## config.mk

```make
export PLATFORM = sky130hd
export DESIGN_NAME = stepper_move_ctrl
export DESIGN_NICKNAME = d
export VERILOG_FILES = /design/src/rtl/stepper_pkg.sv /design/src/rtl/stepper_period_timer.sv /design/src/rtl/stepper_move_ctrl.sv
export SDC_FILE = /design/constraint.sdc
export NUM_CORES = 1
export LEC_CHECK = 0
export CELL_PAD_IN_SITES_DETAIL_PLACEMENT = 0
export CELL_PAD_IN_SITES_GLOBAL_PLACEMENT = 1
export CORE_UTILIZATION = 39
export CTS_CLUSTER_DIAMETER = 200
export DETAILED_ROUTE_END_ITERATION = 8
export PLACE_DENSITY = 0.83
export SLEW_MARGIN = 20
export SYNTH_ARGS = -nofsm -noshare
export SYNTH_HDL_FRONTEND = slang
export SYNTH_HIERARCHICAL = 1
export SYNTH_SLANG_ARGS = --single-unit
```

## constraint.sdc

```tcl
create_clock -name CLK50MHZ -period 3.2 [get_ports CLK50MHZ]
set_input_delay 0.96 -clock CLK50MHZ [delete_from_list [all_inputs] [get_ports CLK50MHZ]]
set_output_delay 0.96 -clock CLK50MHZ [all_outputs]
set_load 0.01 [all_outputs]
```

## src/rtl/stepper_pkg.sv

```systemverilog
// Shared definitions for the stepper move controller: FSM state type,
// half-step coil table and default timing parameters.
package stepper_pkg;

  // 1 ms at 50 MHz between half-steps.
  localparam int unsigned MIN_PERIOD_DEFAULT      = 50000;
  // 0.5 s at 50 MHz of idle hold before the coils are released.
  localparam int unsigned IDLE_OFF_CYCLES_DEFAULT = 25000000;

  typedef enum logic {
    ST_IDLE = 1'b0,
    ST_RUN  = 1'b1
  } state_t;

  // Coil patterns {JA1,JA2,JA3,JA4} for half-step index 0..7.
  localparam logic [3:0] HALF_STEP_TABLE [8] = '{
    4'b0100, 4'b0101, 4'b0001, 4'b1001,
    4'b1000, 4'b1010, 4'b0010, 4'b0110
  };

endpackage

```

## src/rtl/stepper_period_timer.sv

```systemverilog
// Half-step period timer.
//   clk, reset : rising-edge clock, synchronous active-high reset
//   load       : clear the count and capture period
//   period     : clocks per half-step (captured on load)
//   enable     : count while high
//   strobe     : high in the clock where the count reaches period-1
module stepper_period_timer (
  input  logic        clk,
  input  logic        reset,
  input  logic        load,
  input  logic [19:0] period,
  input  logic        enable,
  output logic        strobe
);

  logic [19:0] r_period;
  logic [19:0] r_count;

  assign strobe = enable && (r_count == r_period - 20'd1);

  always_ff @(posedge clk) begin
    if (reset) begin
      r_period <= '0;
      r_count  <= '0;
    end else if (load) begin
      r_period <= period;
      r_count  <= '0;
    end else if (enable) begin
      r_count <= strobe ? '0 : r_count + 20'd1;
    end
  end

endmodule

```

## src/rtl/stepper_move_ctrl.sv

```systemverilog
// Stepper move controller: accepts move commands (direction, half-step
// count, period), drives the half-step coil sequence and tracks position.
//   CLK50MHZ, reset  : clock, synchronous active-high reset
//   cmd_valid/ready  : command handshake (ready only while idle)
//   cmd_dir/steps/period : move direction, half-step count, clocks per step
//   abort            : cancel the move in progress
//   coils            : {JA1,JA2,JA3,JA4}, released after idle timeout
//   busy/done/aborted: move status and one-cycle completion pulses
//   position         : signed half-step position
module stepper_move_ctrl
  import stepper_pkg::*;
#(
  parameter int unsigned MIN_PERIOD      = MIN_PERIOD_DEFAULT,
  parameter int unsigned IDLE_OFF_CYCLES = IDLE_OFF_CYCLES_DEFAULT
) (
  input  logic        CLK50MHZ,
  input  logic        reset,
  input  logic        cmd_valid,
  output logic        cmd_ready,
  input  logic        cmd_dir,
  input  logic [15:0] cmd_steps,
  input  logic [19:0] cmd_period,
  input  logic        abort,
  output logic [3:0]  coils,
  output logic        busy,
  output logic        done,
  output logic        aborted,
  output logic [15:0] position
);

  localparam logic [19:0]  MIN_P     = 20'(MIN_PERIOD);
  localparam int unsigned  IW        = $clog2(IDLE_OFF_CYCLES + 1);
  localparam logic [IW-1:0] IDLE_LAST = IW'(IDLE_OFF_CYCLES - 1);

  state_t        r_state, w_next_state;
  logic [2:0]    r_index;
  logic [15:0]   r_position;
  logic [15:0]   r_remaining;
  logic          r_dir;
  logic [IW-1:0] r_idle_cnt;
  logic [3:0]    r_coils;
  logic          r_busy, r_done, r_aborted, r_ready;

  logic          w_transfer, w_start, w_zero, w_abort, w_step, w_last;
  logic          w_strobe;
  logic [19:0]   w_eff_period;
  logic [2:0]    w_index_next;
  logic [15:0]   w_position_next;

  assign w_eff_period = (cmd_period < MIN_P) ? MIN_P : cmd_period;

  stepper_period_timer u_timer (
    .clk    (CLK50MHZ),
    .reset  (reset),
    .load   (w_start),
    .period (w_eff_period),
    .enable (r_state == ST_RUN),
    .strobe (w_strobe)
  );

  always_comb begin
    w_next_state    = r_state;
    w_transfer      = cmd_valid && r_ready;
    w_start         = w_transfer && (cmd_steps != 16'd0);
    w_zero          = w_transfer && (cmd_steps == 16'd0);
    w_abort         = (r_state == ST_RUN) && abort;
    // Abort takes priority over a coincident step boundary.
    w_step          = (r_state == ST_RUN) && !abort && w_strobe;
    w_last          = w_step && (r_remaining == 16'd1);
    w_index_next    = r_dir ? r_index + 3'd1 : r_index - 3'd1;
    w_position_next = r_dir ? r_position + 16'd1 : r_position - 16'd1;
    case (r_state)
      ST_IDLE: if (w_start)           w_next_state = ST_RUN;
      ST_RUN:  if (w_abort || w_last) w_next_state = ST_IDLE;
      default:                        w_next_state = ST_IDLE;
    endcase
  end

  always_ff @(posedge CLK50MHZ) begin
    if (reset) r_state <= ST_IDLE;
    else       r_state <= w_next_state;
  end

  always_ff @(posedge CLK50MHZ) begin
    if (reset) begin
      r_index     <= '0;
      r_position  <= '0;
      r_remaining <= '0;
      r_dir       <= 1'b0;
      r_idle_cnt  <= '0;
      r_coils     <= '0;
      r_busy      <= 1'b0;
      r_done      <= 1'b0;
      r_aborted   <= 1'b0;
      r_ready     <= 1'b0;
    end else begin
      r_busy    <= (w_next_state == ST_RUN);
      r_ready   <= (w_next_state == ST_IDLE);
      r_done    <= w_last || w_zero;
      r_aborted <= w_abort;

      if (w_start) begin
        r_dir       <= cmd_dir;
        r_remaining <= cmd_steps;
        r_coils     <= HALF_STEP_TABLE[r_index];
      end else if (w_step) begin
        r_index     <= w_index_next;
        r_position  <= w_position_next;
        r_remaining <= r_remaining - 16'd1;
        r_coils     <= HALF_STEP_TABLE[w_index_next];
      end else if ((r_state == ST_IDLE) && (r_idle_cnt == IDLE_LAST)) begin
        r_coils <= '0;
      end

      // Idle hold counter restarts only when leaving RUN; it saturates.
      if ((r_state == ST_RUN) && (w_next_state == ST_IDLE))
        r_idle_cnt <= '0;
      else if ((r_state == ST_IDLE) && (r_idle_cnt != IDLE_LAST))
        r_idle_cnt <= r_idle_cnt + 1'b1;
    end
  end

  assign coils     = r_coils;
  assign busy      = r_busy;
  assign done      = r_done;
  assign aborted   = r_aborted;
  assign cmd_ready = r_ready;
  assign position  = r_position;

endmodule

```

---- Word level (Yosys, flattened, before mapping) ----
Memories as Yosys holds them, arrays and structs flattened.
Index checks and enable logic that the tools add are counted.
operators by class
  reductions and logical operators ........ 21
  magnitude comparators ................... 3
  bitwise logic cells ..................... 5
  muxes and demuxes ....................... 16
  shifts and indexed selects .............. 0
  $mul .................................... 0
  eq/ne operators ......................... 4
  $add $sub $neg .......................... 8
  div/mod/pow operators ................... 0
operators with widths
  kind                   count
  $mux 16                3
  $mux 20                2
  $sub 16x1->16 const B  2
  $mux 4                 7
  $add 25x1->25 const B  1
  $eq 25x25->1 const B   1
  $ne 25x25->1 const B   1
  $add 20x1->20 const B  1
  $eq 20x20->1           1
  $lt 20x16->1 const B   1
  $sub 20x1->20 const B  1
  $add 16x1->16 const B  1
  $eq 16x1->1 const B    1
  $logic_not 16->1       1
  $reduce_bool 16->1     1
  $logic_and 1x1->1      11
  $ge 4x4->1 const B     2
  $not 3->4              2
  $reduce_or 2->1        2
  $add 3x1->3 const B    1
  $mux 3                 1
  $not 1->1              3
  $reduce_bool 3->1      1
  $sub 3x1->3 const B    1
  other kinds (6)        8
storage, ports and cells
  output and inout bits ................... 24
  RAM bits ................................ 0
  input port bits ......................... 41
  memories ................................ 2
  bits in latches ......................... 0
  register bits ........................... 109
  bits in read-only memories .............. 64
memories
  memory           words  width  read ports  clocked after Yosys merged registers in  wr ports  RTL line                  source
  (no name shown)  8      4      1           0                                        0         stepper_move_ctrl.sv:110  r_coils <= HALF_STEP_TABLE[w_index_next];
  (no name shown)  8      4      1           0                                        0         stepper_move_ctrl.sv:105  r_coils <= HALF_STEP_TABLE[r_index];

---- Longest topological paths before layout ----
Gate-level depths: netlist (run 1).
  word-level depth ........................ 11
  depth in mapped cells ................... 17
  mapped depth without buffers ............ 14

---- Cells and area by module ----
The synthesis (run 1) kept the hierarchy.
modules (own cells, without submodules)
  module                times used  seq. area each (µm²)  area an instance (µm²)  cells each
  stepper_move_ctrl     1           1381.3                4199.0                  522
  stepper_period_timer  1           800.8                 2446.1                  272

---- Least setup slack after synthesis (run 1) ----
No wires, ideal clock.
  path type ............................... flip-flop to flip-flop
  start ................................... reg u_timer.r_period[0]
  end ..................................... reg r_remaining[6]
  stages on the path, launching flop included .. 15
  arrival time ............................ 3316 ps
  library setup time ...................... 86 ps
  setup slack ............................. -201 ps
  clock period less this slack ............ 3401 ps
  cells stage by stage .................... dfxtp_1 inv_1 ha_1 or3b_1 buf_4 or4_1 a32oi_1 o31ai_4 nor2_1 and3b_1 buf_2 nand3_1 or3_1 xor2_1 a211oi_1
on the way
  longest elaborated chain between the ends .. 5
RTL lines
  element                             RTL line                    source
  start, declared                     stepper_period_timer.sv:16  logic [19:0] r_period;
  start signal, assigned              stepper_period_timer.sv:26  r_period <= period;
  $sub 20x1->20                       stepper_period_timer.sv:19  assign strobe = enable && (r_count == r_period - 20'd1);
  $eq 20x20->1                        stepper_period_timer.sv:19
  $logic_and 1x1->1                   stepper_period_timer.sv:19
  named net w_strobe                  stepper_move_ctrl.sv:45     logic w_strobe;
  $logic_and 1x1->1                   stepper_move_ctrl.sv:68     w_step = (r_state == ST_RUN) && !abort && w_strobe;
  $reduce_bool 2->1 (no source line)  -
  end signal, assigned                stepper_move_ctrl.sv:104    r_remaining <= cmd_steps;
  end signal, assigned                stepper_move_ctrl.sv:109    r_remaining <= r_remaining - 16'd1;
  end, declared                       stepper_move_ctrl.sv:38     logic [15:0] r_remaining;
The timed path passes the listed nets, and every way through them passes these cells.
A chain may end at the register's enable or synchronous reset.

---- Worst setup path in the final report (run 1) ----
  start ................................... reg u_timer.r_period[11]
  end ..................................... reg r_idle_cnt[9]
on the way
  longest elaborated chain between the ends .. 11
RTL lines
  element                           RTL line                    source
  $sub 20x1->20                     stepper_period_timer.sv:19
  $eq 20x20->1                      stepper_period_timer.sv:19
  $logic_and 1x1->1                 stepper_period_timer.sv:19
  named net w_strobe                stepper_move_ctrl.sv:45
  $logic_and 1x1->1                 stepper_move_ctrl.sv:68
  $logic_and 1x1->1                 stepper_move_ctrl.sv:69     w_last = w_step && (r_remaining == 16'd1);
  $logic_or 1x1->1                  stepper_move_ctrl.sv:74     ST_RUN: if (w_abort || w_last) w_next_state = ST_IDLE;
  $mux 1                            stepper_move_ctrl.sv:74
  $pmux 1 s2                        stepper_move_ctrl.sv:72     case (r_state)
  $not 1->1                         stepper_move_ctrl.sv:116    if ((r_state == ST_RUN) && (w_next_state == ST_IDLE))
  $logic_and 1x1->1                 stepper_move_ctrl.sv:116
  $reduce_or 2->1 (no source line)  -
  end signal, assigned              stepper_move_ctrl.sv:119    r_idle_cnt <= r_idle_cnt + 1'b1;
  end, declared                     stepper_move_ctrl.sv:40     logic [IW-1:0] r_idle_cnt;
The timed path passes the listed nets, and every way through them passes these cells.

==> impl_metrics.ini, run 1 <==
[sta]
slew_headroom = 0.5241
worstMarginPinSlew_ps = 711.8
min_period_over_period = 1.027
worst_slack_ps = -85.12
setup_viol = 30
fmax_ghz = 0.3044
rsz0062_at_grt = true
period_needed_ps = 3285
slew_violations = 0
tns_ps = -2112
clock_skew_ps = 12.80
finalHoldViolCount = 0

[synthesis]
syn_area_per_cell_um2 = 8.369
netlist_top_cells_area = dfxtp_1, xnor2_1, nor2_1
synth_seq_area_share = 0.3284
syn-cell-area_um2 = 6645
yosysTopAreaCell = dfxtp_1
ys.flop_type = dfxtp_1
synth_fp_nets = 859
async_flop_share = 0
synth.distinct_cells = 77
synth_seq_cells = 109
yosysTopAreaCellShare = 0.3284
yosys_warnings = 6
synth_cells = 794
synth_most_common_cell = nor2_1
synth_edf_count = 0
synth_commonest_cells = nor2_1, dfxtp_1, nand2_1

[global_route]
grt_first_pass_wirelength_um = 26420
overflow = 0
grt_pass1_vias = 5604
antenna_found_initial = 0
grt_use_total = 0.1831
grt_start_max_net_pins = 45

[clock_tree]
clock_latency_ps = 360
cts_tree = yes
cts_made_buffers = 9
root_buffer = clkbuf_16
path_clk_slew_ps = 80
clock-sinks = 109
cts_max_level = 3
cts_hold_buf = 0
ctsLongestPathBuffers = 2

[route]
route.detailed.drc = 0
ant_nets = 0
drt_iter0_drc = 287
vias = 5869
drt_first_pass_iters = 5
totalWireLength_um = 15960
wl_per_cell_um = 14.34
vias_per_cell = 5.273

[hold_path]
hold_class = register to register

[floorplan]
num_rows = 47
fp.dieH_um = 132.5
die_area_um2 = 17560
start_util = 0.4007
ios = 65
core_um2 = 16580
die_w_um = 132.5

[place]
io_buffers = 64
hpwlAfterDp_um = 11170
globalplace.congestion = 0.7818

[run_status]
violations = setup timing
outcome = complete, but fails checks

[final_layout]
nFillCells = 1602
finish.utilization = 0.5131
drive_above_1_share = 0.1747
multiInputGateArea_um2 = 4453
regArea_um2 = 2188
syn2layout_area_growth_pct = 28.04
layout.nets = 954
antenna_cells = 0

[worst_setup_path]
crit_type = register to register
required_ps = 3460
end_kind = register
critical_path_arrival_ps = 3540
cp_max_fo = 25
setup.worst_path.start_class = register

[power]
ir_worst_vdd_mv = 0.2640
powerDensity_nw_per_um2 = 367.4
leakage_uw = 0.003040
power.total_uw = 3126

[job]
maxCapViolations = 0
-- cell families (layout without fill, tap and decap cells) --
| group | count (synthesis) | count (layout) | share of synthesized area |
|---|---|---|---|
| adder cells (fa/ha/maj) | 24 | 24 | 0.04745 |
| AO/OA/AOI/OAI | 123 | 123 | 0.1386 |
| multiplexers | 26 | 26 | 0.03916 |
| flip-flops | 109 | 109 | 0.3284 |
| buffers and inverters | 59 | 158 | 0.04142 |
| XOR/XNOR | 87 | 87 | 0.1147 |
| AND/OR/NAND/NOR | 366 | 366 | 0.2903 |
-- routing by layer --
metal  global-route usage  part of all wire
met2               0.3009              0.46
met3              0.03333             0.032
met5                    0                 0
met4              0.06130             0.015
met1               0.2411              0.49
-- repair_timing --
item                                    4_1_cts  5_1_grt
pin swaps                                     1       23
buffers inserted                              2        8
gates resized for setup                      16       46
cloned                                        1        2
endpoints found under the setup margin       60       51
-- flip-flops by register name, summed over array words and instances (netlist names), 3 cells and up --
register,cells
position,16
u_timer/r_count,20
coils,4
r_index,3
u_timer/r_period,20
r_idle_cnt,25
r_remaining,16
-- layout make-up --
type	instances	share of cell area
multi-input cells	626	0.5234
clock inverters	5	0.005294
inverters	18	0.008235
clock buffers	10	0.02809
flip-flops and latches	109	0.2572
repair buffers	125	0.1454
well taps	220	0.03235
-- worst max-delay path, cell delays in order (launching register included) --
cell and delay [ps]:
dfxtp_2 320, or4_4 530, or3_4 380, buf_4 150, o21ai_2 130, nor4bb_4 270
o31ai_4 100, nor2_4 140, and3b_2 270, nand4b_1 140, nor3_2 250, nor2_2 90
o21ai_4 170, buf_12 180, nor2_1 60
-- path summary, 6_finish.rpt --
kind | to | from | slack [ps] | cells past startpoint
worst max-delay path | r_idle_cnt[9] | u_timer/r_period[11] | -90 | 14
worst min-delay path | position[9] | position[9] | 480 | 2
worst min register to register | position[9] | position[9] | 480 | 2
worst max register to register | r_idle_cnt[9] | u_timer/r_period[11] | -90 | 14
-- per-stage QoR --
step           instances  cell area (um^2)  hold WS [ps]  setup WS, ps
2_1_floorplan        794              6698         476.6         3.062
3_3_place_gp        1086              7807         461.3        -388.4
3_5_place_dp        1086              7807         463.4        -422.5
4_1_cts             1104              8195         474.4         4.841
5_1_grt             1113              8508         504.4        -299.7
6_report            1113              8508         480.9        -85.12
-- power by group --
part	total, uW	switching (uW)	internal [uW]	leakage [uW]
combinational	596	298	298	0.00202
sequential	1430	41.0	1390	0.000886
clock	1100	540	557	0.000137
total	3130	879	2250	0.00304
-- layout by cell type, fill, tap and decap left out, types with 4 or more instances in the layout --
cell	synthesis	routed
clkbuf_16	0	11
nor3_1	33	27
xor2_1	31	30
a21oi_1	21	19
and4_1	8	8
or2_2	9	9
a211oi_1	18	17
nor4_1	24	21
nand2b_1	7	7
buf_6	5	7
mux2i_1	26	26
o211ai_1	6	6
or4_1	5	4
nor2_1	112	109
xnor2_1	56	55
buf_12	0	5
inv_1	17	15
nor3_2	1	4
o21bai_1	4	4
ha_1	22	21
nor2_2	12	14
a21o_1	4	4
nand2_1	63	61
o21ai_0	16	11
clkdlybuf4s50_1	0	63
o21ai_1	0	5
buf_4	2	46
o21a_1	6	6
a31oi_1	9	9
nor2b_1	15	15
and2_1	4	4
nand3_1	20	19
nand4_1	12	12
dfxtp_1	109	106
and3_1	8	8
nand3b_1	6	6
Power figures use the tool's default switching activity.
==> inputs of run 2 (changes only) <==
--- a/config.mk
+++ b/config.mk
@@ -7,6 +7,7 @@
 export LEC_CHECK = 0
 export CELL_PAD_IN_SITES_DETAIL_PLACEMENT = 0
 export CELL_PAD_IN_SITES_GLOBAL_PLACEMENT = 1
+export CORE_MARGIN = 4
 export CORE_UTILIZATION = 39
 export CTS_CLUSTER_DIAMETER = 200
 export DETAILED_ROUTE_END_ITERATION = 8
==> run 2 against run 1 <==
Effect of this change: highest routed layer unchanged; global-route usage down 1.6 points; power grew 1.8%; the flow still finishes with violations (setup timing); combinational power down 1%; largest cell class unchanged; clock-buffer cell count unchanged; flip-flop and latch count stayed put; non-clock buffer count increased by 6; critical path type unchanged.
==> impl_metrics.ini, run 2 (synthesized netlist as in run 1, its figures left out) <==
[place]
post_dp_cell_area_um2 = 7850
hpwlAfterDp_um = 11240
io_buffers = 64
globalplace.congestion = 0.8771
place_inst = 1090

[clock_tree]
clock_latency_ps = 360
ctsLongestPathBuffers = 2
cts_max_level = 3
root_buffer = clkbuf_16
cts_made_buffers = 9
clock-sinks = 109
path_clk_slew_ps = 80
cts_hold_buf = 0
cts_tree = yes

[power]
ir_worst_vdd_mv = 0.3655
power.total_uw = 3181
leakage_uw = 0.003062
powerDensity_nw_per_um2 = 370.6

[sta]
tns_ps = -676.8
fmax_ghz = 0.3046
clock_skew_ps = 11.48
slew_violations = 0
setup_viol = 14
worstMarginPinSlew_ps = 721.5
finalHoldViolCount = 0
worst_slack_ps = -83.37
min_period_over_period = 1.026
slew_headroom = 0.5176
holdWs_ps = 478.4
rsz0062_at_grt = true
period_needed_ps = 3283

[global_route]
grt_start_max_net_pins = 45
grt_first_pass_wirelength_um = 27580
antenna_found_initial = 0
overflow = 0
grt_pass1_vias = 5736
grt_use_total = 0.1670

[route]
route.detailed.drc = 0
drt_iter0_drc = 277
wl_per_cell_um = 14.54
route.met2.wl_um = 7534
vias = 5928
drt_first_pass_iters = 5
dr_wl_met3_um = 561
wl_met1_um = 7961
ant_nets = 0
totalWireLength_um = 16280
vias_per_cell = 5.293
highest_layer = met4

[floorplan]
core_um2 = 16640
die_w_um = 138.5
ios = 65
start_util = 0.3993
num_rows = 47
fp.dieH_um = 138.5
die_area_um2 = 19190

[final_layout]
antenna_cells = 0
fin_area_um2 = 8583
final_cell_mix = nor2_1, dfxtp_1, clkdlybuf4s50_1
reg_top3 = r_idle_cnt x25, u_timer/r_count x20, u_timer/r_period x20
layout_commonest_cell = nor2_1
layout.nets = 960
syn2layout_area_growth_pct = 29.17
top_register = r_idle_cnt
drive_above_1_share = 0.1867
largest_register_ffs = 25
fin_cells = 1120

[worst_setup_path]
setup.worst_path.start_class = register
cp_max_fo = 7
critical_path.top_delay_family = simple AND/OR/NAND/NOR gates
cp_num_buf_inv = 7
required_ps = 3490
crit_path_cell_trace = inv_2 > ha_4 > or3b_4 > buf_6 > buf_6 > a2111oi_4 > nor4bb_4 > o31ai_4 > nor2_2 > and3b_2 > buf_4 > buf_6 > buf_6 > nor3_2 > buf_4 > nand2_1 > a31oi_1
critical_path_arrival_ps = 3570
crit_top_cell = buf_6
crit_slowest_cell = or3b_4
max_stage_delay_ps = 450
end_kind = register
crit_type = register to register

[run_status]
outcome = complete, but fails checks
violations = setup timing

[job]
maxCapViolations = 0

[hold_path]
hold_class = register to register
==> run 2: cell types whose count changed in the layout (fill, tap and decap cells not counted), sizes merged <==
cell,previous run,this run
clkbuf,12,10
clkinvlp,1,0
clkinv,3,4
bufinv,0,1
buf,60,68
==> run 2: final cells by class <==
type	count	area (um^2)
sequential	109	2187
tap	220	275.3
timing repair buffer	131	1277
clock buffer	10	229.0
clock inverter	6	71.32
multi-input combinational	626	4476
fill	1563	8059
inverter	18	67.56
==> run 2: final timing paths <==
path                            start           to  slack (ps)  cells after the start
setup / recovery  u_timer/r_period[0]     coils[1]         -80                     17
hold / removal            position[6]  position[6]         480                      2
setup reg to reg  u_timer/r_period[0]     coils[1]         -80                     17
hold reg to reg           position[6]  position[6]         480                      2
==> run 2: metrics by stage <==
step	util	setup slack, ps
2_1_floorplan	-	3.062
3_3_place_gp	0.4717	-130.2
3_5_place_dp	0.4717	-197.3
4_1_cts	0.4979	6.817
5_1_grt	0.5158	-226.7
6_report	0.5158	-83.37
==> run 2: metal layers <==
metal	up-vias	global-route usage
met5	-	0
met4	0	0.03900
met3	16	0.03793
met2	88	0.2628
met1	2781	0.2341
li1	3043	-
==> run 2: tightest hold or removal path, cell delays in order (launching register included) <==
cell,delay (ps)
dfxtp_1,330
nand2_1,60
a21oi_1,50
==> run 2: repair_timing <==
action                                 4_1_cts  5_1_grt
gates resized for setup                     16       53
pin swaps                                    6       20
endpoints found under the hold margin        0        0
setup buffers                                6        9
gates cloned                                 1        0
setup endpoints to repair                   52       54
==> run 2: power by group <==
part	internal (uW)	leakage [uW]	switching, uW
clock network	616	0.000148	545
registers	1390	0.000885	40.6
logic	289	0.00203	299
total	2300	0.00306	884
==> inputs of run 3 (changes only) <==
--- a/config.mk
+++ b/config.mk
@@ -8,12 +8,13 @@
 export CELL_PAD_IN_SITES_DETAIL_PLACEMENT = 0
 export CELL_PAD_IN_SITES_GLOBAL_PLACEMENT = 1
 export CORE_MARGIN = 4
-export CORE_UTILIZATION = 39
+export CORE_UTILIZATION = 42
 export CTS_CLUSTER_DIAMETER = 200
 export DETAILED_ROUTE_END_ITERATION = 8
-export PLACE_DENSITY = 0.83
+export PLACE_DENSITY = 0.85
 export SLEW_MARGIN = 20
 export SYNTH_ARGS = -nofsm -noshare
 export SYNTH_HDL_FRONTEND = slang
 export SYNTH_HIERARCHICAL = 1
 export SYNTH_SLANG_ARGS = --single-unit
+export TNS_END_PERCENT = 10
==> constraint.sdc (replaced) <==
create_clock -name CLK50MHZ -period 3.62 [get_ports CLK50MHZ]
set_input_delay 1.086 -clock CLK50MHZ [delete_from_list [all_inputs] [get_ports CLK50MHZ]]
set_output_delay 1.086 -clock CLK50MHZ [all_outputs]
set_load 0.01 [all_outputs]
==> run 3 against run 2 <==
Effect of this change: the run now ends clean; core utilization shrank 0.15 points; register-to-register slack gained 190 ps; sequential share of layout area grew 2.1 points; first-iteration DRC count grew 9.0%; flip-flop and latch count is the same; highest routed layer unchanged; fmax shrank 6.5%.
==> impl_metrics.ini, run 3 (synthesized netlist as in run 1, its figures left out) <==
[hold_path]
hp-start = position[5]
hold_class = register to register
hold_end = position[5]
whs_path_depth = 2

[floorplan]
num_rows = 45
die_area_um2 = 17900
start_util = 0.4323
ios = 65
core_um2 = 15370
die_w_um = 133.8
fp.dieH_um = 133.8

[route]
drt_iter0_drc = 302
ant_nets = 0
wl_per_cell_um = 14.44
totalWireLength_um = 15420
vias_per_cell = 5.314
vias = 5675
route.detailed.drc = 0
drt_first_pass_iters = 7

[worst_setup_path]
crit_type = register to register
r2r_setup_slack_ps = 110
end_kind = register
cp-startpoint = u_timer/r_period[0]
r2r_end = r_remaining[12]
critical_path_arrival_ps = 3780
worstRegToRegCells = 14
r2r_start = u_timer/r_period[0]
setup.worst_path.start_class = register
required_ps = 3890
cp_max_fo = 6

[sta]
slew_violations = 0
tns_ps = 0
worstMarginPinSlew_ps = 687.4
setup_viol = 0
min_period_over_period = 0.9698
fmax_ghz = 0.2849
holdWs_ps = 477.4
slew_headroom = 0.5404
clock_skew_ps = 7.697
finalHoldViolCount = 0
period_needed_ps = 3511

[place]
place_inst = 1050
globalplace.congestion = 0.8854
io_buffers = 64
hpwlAfterDp_um = 11290
post_dp_cell_area_um2 = 7527

[run_status]
outcome = completed

[final_layout]
fin_cells = 1068
layout.nets = 917
final_cell_mix = nor2_1, dfxtp_1, nand2_1, clkdlybuf4s50_1, xnor2_1
top_register = r_idle_cnt
antenna_cells = 0
largest_register_ffs = 25
layout_commonest_cell = nor2_1
reg_top3 = r_idle_cnt x25, u_timer/r_count x20, u_timer/r_period x20
drive_above_1_share = 0.09802
fin_area_um2 = 7905
syn2layout_area_growth_pct = 18.96

[global_route]
antenna_found_initial = 0
grt_first_pass_wirelength_um = 26610
grt_start_max_net_pins = 46
grt_use_total = 0.1777
grt_pass1_vias = 5398
overflow = 0

[clock_tree]
ctsLongestPathBuffers = 2
cts_tree = yes
clock-sinks = 109
path_clk_slew_ps = 70
cts_max_level = 3
cts_made_buffers = 9
clock_latency_ps = 360
root_buffer = clkbuf_16

[power]
pwr-share-clk = 0.398
ir_worst_vdd_mv = 0.2623
p_sw_uw = 734.4
p_int_uw = 2093
comb_power_share = 0.153
power.total_uw = 2827
switching_share = 0.2597
powerDensity_nw_per_um2 = 357.7
p_seq_frac = 0.449
leakage_uw = 0.002774

[job]
maxCapViolations = 0
## run 3: worst max-delay path by stage
| stage | to | slack (ps) | depth (start not counted) |
|---|---|---|---|
| floorplan | r_remaining[6] | 220 | 14 |
| global placement | r_remaining[7] | 150 | 12 |
| detailed placement | r_remaining[7] | 60 | 12 |
| CTS | r_remaining[12] | 3 | 12 |
| global route | r_remaining[12] | -160 | 14 |
| finish | r_remaining[12] | 110 | 14 |
## run 3: routing by layer
metal  wire length, um  track usage  up-vias
met5                 0            0        -
met4               263      0.05371        0
met3               605      0.03788       22
met2              6924       0.2751       87
met1              7628       0.2488     2606
li1                  -            -     2960
## run 3: power groups by stage
stage	Sequential (uW)	Clock [uW]	Combinational, uW
final	1270	1130	434
after global routing	1270	1200	483
after CTS	1270	1160	427
after detailed placement	1300	0	424
after global placement	1300	0	421
after floorplan	1290	0	303
## run 3: timing repair
action	4_1_cts	5_1_grt
setup buffers	0	2
hold buffers	0	0
endpoints found under the setup margin	0	43
gates resized for setup	0	7
## run 3: critical path, stage by stage (launching register included)
cell and delay [ps]:
dfxtp_1 330, inv_1 50, ha_1 250, nor3b_4 200, buf_4 170, a2111oi_0 570, nor4_1 140, a32oi_2 260
o31ai_4 150, nor2_2 140, and3b_2 250, nand3_1 150, buf_4 190, or3_1 310, a311oi_1 260
## run 3: final cells by class
cell class	instances	area [um^2]
fillers	1463	7466
clock buffers	11	252.7
repair buffers	88	840.8
clock inverters	5	90.09
inverters	18	67.56
flip-flops and latches	109	2182
multi-input cells	626	4208
well taps	211	264.0
## run 3: stage by stage
stage | setup WS [ps] | utilization
after floorplan | 218.6 | -
after global placement | 146.2 | 0.4897
after detailed placement | 60.06 | 0.4897
after CTS | 3.238 | 0.5120
after global routing | -158.6 | 0.5143
final | 109.4 | 0.5143
